[src/rtl/mips_register_file.sv]
// 32 x DATA_W MIPS register file: one-hot qualified write port, two combinational read ports.
// Optional write-through bypass on the read ports when MIPS_REGFILE_BYPASS_EN is defined.
module mips_register_file #(
  parameter int                DATA_W    = 32,
  parameter int                NREGS     = 32,
  parameter logic [DATA_W-1:0] RESET_VAL = '0
) (
  input  logic              clk,
  input  logic              reset_n,
  input  logic [NREGS-1:0]  we_onehot,
  input  logic              we_valid,
  input  logic [DATA_W-1:0] pw,
  input  logic [4:0]        ra,
  input  logic [4:0]        rb,
  output logic [DATA_W-1:0] pa,
  output logic [DATA_W-1:0] pb,
  output logic              sel_err,
  output logic [15:0]       wr_count
);

  logic [NREGS-1:0][DATA_W-1:0] regs_q;
  logic [NREGS-1:0][DATA_W-1:0] regs_d;
  logic                         sel_err_q, sel_err_d;
  logic [15:0]                  wr_count_q, wr_count_d;

  logic       sel_single;
  logic       commit;
  logic       illegal;
  logic [4:0] wr_idx;

  // Exactly one bit set: nonzero and clearing the lowest set bit leaves nothing.
  always_comb begin
    sel_single = (|we_onehot) && ((we_onehot & (we_onehot - 1'b1)) == '0);
    commit     = reset_n && we_valid && sel_single;
    illegal    = we_valid && !sel_single;
    wr_idx     = '0;
    for (int i = 0; i < NREGS; i++) begin
      if (we_onehot[i]) wr_idx = i[4:0];
    end
  end

  always_comb begin
    sel_err_d  = sel_err_q | illegal;
    wr_count_d = wr_count_q;
    if (commit && (wr_count_q != 16'hFFFF)) wr_count_d = wr_count_q + 16'd1;
  end

  // R0 never takes a write; its flop is held at zero.
  generate
    for (genvar gi = 0; gi < NREGS; gi++) begin : g_reg_next
      if (gi == 0) begin : g_zero
        assign regs_d[gi] = '0;
      end else begin : g_gpr
        assign regs_d[gi] = (commit && we_onehot[gi]) ? pw : regs_q[gi];
      end
    end
  endgenerate

  always_ff @(posedge clk or negedge reset_n) begin
    if (!reset_n) begin
      for (int i = 0; i < NREGS; i++) begin
        regs_q[i] <= (i == 0) ? '0 : RESET_VAL;
      end
      sel_err_q  <= 1'b0;
      wr_count_q <= '0;
    end else begin
      regs_q     <= regs_d;
      sel_err_q  <= sel_err_d;
      wr_count_q <= wr_count_d;
    end
  end

  always_comb begin
    pa = (ra == 5'd0) ? '0 : regs_q[ra];
    pb = (rb == 5'd0) ? '0 : regs_q[rb];
`ifdef MIPS_REGFILE_BYPASS_EN
    if (commit && (wr_idx != 5'd0) && (wr_idx == ra)) pa = pw;
    if (commit && (wr_idx != 5'd0) && (wr_idx == rb)) pb = pw;
`endif
  end

  assign sel_err  = sel_err_q;
  assign wr_count = wr_count_q;

`ifndef MIPS_REGFILE_BYPASS_EN
  logic unused_idx;
  assign unused_idx = ^wr_idx;
`endif

endmodule
[config.mk]
export PLATFORM = sky130hd
export DESIGN_NAME = mips_register_file
export DESIGN_NICKNAME = d
export VERILOG_FILES = /design/src/rtl/mips_register_file.sv
export SDC_FILE = /design/constraint.sdc
export NUM_CORES = 2
export LEC_CHECK = 0
export BUFFER_PORTS_ARGS = -buffer_cell sky130_fd_sc_hd__buf_4
export CAP_MARGIN = 10
export CORE_AREA = 5 5 352 354
export CTS_BUF_LIST = sky130_fd_sc_hd__clkbuf_2
export CTS_CLUSTER_DIAMETER = 100
export DETAILED_ROUTE_END_ITERATION = 12
export DIE_AREA = 0 0 357 359
export HOLD_SLACK_MARGIN = 0.15
export PLACE_DENSITY = 0.64
export SETUP_SLACK_MARGIN = 0.02
export SLEW_MARGIN = 40
export SYNTH_ARGS = -nofsm -noshare
export SYNTH_HDL_FRONTEND = slang
export SYNTH_SLANG_ARGS = --single-unit
[constraint.sdc]
create_clock -name clk -period 9.1 [get_ports clk]
set_input_delay 0.91 -clock clk [delete_from_list [all_inputs] [get_ports clk]]
set_output_delay 0.91 -clock clk [all_outputs]
set_load 0.01 [all_outputs]
==> flow_metrics.tcl <==
set metrics [dict create \
    hold_class "input port to register" \
    worst_pin_slew_ps 1070 \
    antenna_found_initial 10 \
    num_vias 33800 \
    cts_resized 0 \
    place_congestion 0.840 \
    min_period_ps 5030 \
    clockBufferDepth 4 \
    grt_pass1_vias 37700 \
    rows 128 \
    dpl.hpwl_mm 92.3 \
    min_from "pw[13]" \
    fin_crit_sh_pct 55.2 \
    syn-mean-instance-area_um2 16.3 \
    initial_core_util_pct 44.6 \
    clk_pin_slew_worst_paths_ps 90 \
    cts_root_buf "clkbuf_2" \
    critical_path_arrival_ps 4120 \
    place_inst 4790 \
    drt_iter0_drc 2628 \
    status "completed" \
    ys_seq_elements 1009 \
    reg2reg_to "wr_count[11]" \
    holdWs_ps 379 \
    cp.required_ps 8190 \
    grt_usage_pct 25.7 \
    via_per_inst 6.30 \
    hold_violations 0 \
    max-slew-margin-rel_pct 28.4 \
    synth_edf_count 0 \
    crit_path_end_kind "primary output" \
    dieWidth_um 357 \
    ioPinCount 158 \
    seq_area_frac_synth_pct 46.9 \
    drive_above_1_share_pct 56.0 \
    port_buffers 157 \
    skew_ps 74.6 \
    setup_viol 0 \
    tns_ps 0 \
    synth_cell_type_count 48 \
    most-common-layout-cells "dfrtp_1, mux2_2, mux4_2" \
    numCtsBuffers 300 \
    p_leak_uw 0.0290 \
    holdPathEnd "regs_q[141]" \
    whs_path_depth 3 \
    setup.worst_path.class "input port to primary output" \
    final_common_cell "dfrtp_1" \
    core_mm2 0.121 \
    synthesis.instances 3292 \
    syn_area_mm2 0.0538 \
    die_area_mm2 0.128 \
    ys_warn_count 0 \
    synthArstFlopShare_pct 100 \
    area_delta_synth_final_pct 11.4 \
    nets 3626 \
    p_per_area_mw_per_mm2 138 \
    grt-ovfl-total 0 \
    grt_max_degree 168 \
    rsz0062_at_grt "false" \
    grt_pass1_wl_mm 246 \
    drv_cap 0 \
    die_y_um 359 \
    vdd_drop_max_mv 0.104 \
    path_max_fanout 88 \
    cts_sinks 1009 \
    ant_nets 0 \
    placed_area_mm2 0.0566 \
    final-instance-count-excl-fill 5361 \
    r2r-start "wr_count[6]" \
    fin_area_mm2 0.0600 \
    yosysTopAreaCellShare_pct 46.9 \
    cts_tree "yes" \
    ff2ff_path_depth 7 \
    synth_largest_area_cell "dfrtp_1" \
    syn_nets 3370 \
    fmax_ghz 0.199 \
    post-cts-setup-buffers 0 \
    slew_viol_final 0 \
    crit_path_start_kind "input port" \
    cts_hold_buf 75 \
    clock_latency_ps 1590 \
    dr.pass1.iters 6 \
    regToRegSetupSlack_ps 7190 \
    synth_area_leaders "dfrtp_1, mux4_2, mux2_2, mux2_1, clkbuf_1" \
    cts.htree.levels 5 \
    postRouteWirelength_mm 163 \
    synthFlopType "dfrtp_1" \
    post_drt_wl_per_cell_um 30.4 \
    drc 0 \
]
[area by class of cell]
type / instances / area [um2]
fillers: 10300 / 60800
multi-input cells: 1924 / 27300
flip-flops and latches: 1009 / 25200
repair buffers: 307 / 2990
clock buffers: 426 / 2130
well taps: 1625 / 2030
clock inverters: 59 / 260
inverters: 6 / 22.5
diodes: 5 / 12.5
[report_power, final]
| group | switching [uW] | leakage (uW) | internal (uW) |
|---|---|---|---|
| logic | 394 | 0.0130 | 184 |
| registers | 0.000133 | 0.0141 | 4480 |
| clock network | 1970 | 0.00190 | 1260 |
[cell usage after synthesis (2+ instances only)]
library cell  count
o21bai_1          2
maj3_1            2
nand3_1          12
and3_1            4
nor2b_1           2
dfrtp_1        1009
nor3_1           10
buf_2            34
buf_1           107
o21a_1            3
nor4_1            8
o21ai_0           6
nand2_1          38
mux2_1          317
a22o_1           63
xnor2_1           8
nand2_2           4
and2_1            2
xor2_1            6
inv_1             6
and4_1            4
o31ai_1           3
nand4_1          11
buf_4             5
nor2_1           13
a21oi_1           2
or3_1             5
mux4_2          576
clkbuf_1        206
mux2_2          805
o32ai_1           2
[worst max-delay path by stage]
| stage | slack [ps] | cells past startpoint | start | end |
|---|---|---|---|---|
| 3_3_place_gp | 3140 | 10 | we_onehot[7] | regs_q[936] |
| 5_1_grt | 3830 | 10 | rb[0] | pb[6] |
| 2_1_floorplan | 4890 | 6 | rb[0] | pb[26] |
| 3_5_place_dp | 3430 | 10 | we_onehot[7] | regs_q[995] |
| 6_report | 4070 | 10 | rb[0] | pb[6] |
| 4_1_cts | 3970 | 10 | rb[0] | pb[31] |
[kinds of logic (layout without fill, tap and decap cells)]
group           Yosys count  count (layout)  share of synthesized area (%)
fa+ha+maj                 3               3                         0.0605
mux                    1698            1698                           47.6
buf+inv                 359             798                           2.63
xor+xnor                 14              14                          0.228
compound gates           89              89                           1.37
other cells               0               5                              0
simple gates            120             120                           1.19
flops                  1009            1009                           46.9
[routing by layer]
metal	up-vias	part of all wire (%)	global-route usage [%]
met5	-	0	0
met1	18500	42	35.5
li1	13600	-	-
met3	301	7.3	6.44
met2	1335	48	40.5
met4	0	2.7	7.97
[through the flow]
stage	util (%)	setup WS, ps	total power (uW)
after CTS	49.5	3970	8410
after detailed placement	46.9	3430	5120
after global routing	49.6	3830	8700
final	49.6	4070	8290
after global placement	46.6	3140	5100
after floorplan	-	4890	4850
[worst max-delay path, cell delays in order]
cell,delay (ps)
buf_8,320
buf_16,310
buf_12,570
nor2b_4,220
buf_16,220
buf_16,170
a22o_1,240
mux4_2,540
mux2_2,340
buf_4,160
[state kept, by name (all words and copies together) (netlist names)]
register and flops:
wr_count 16, regs_q 992, sel_err 1
(Power assumes the default switching activity.)
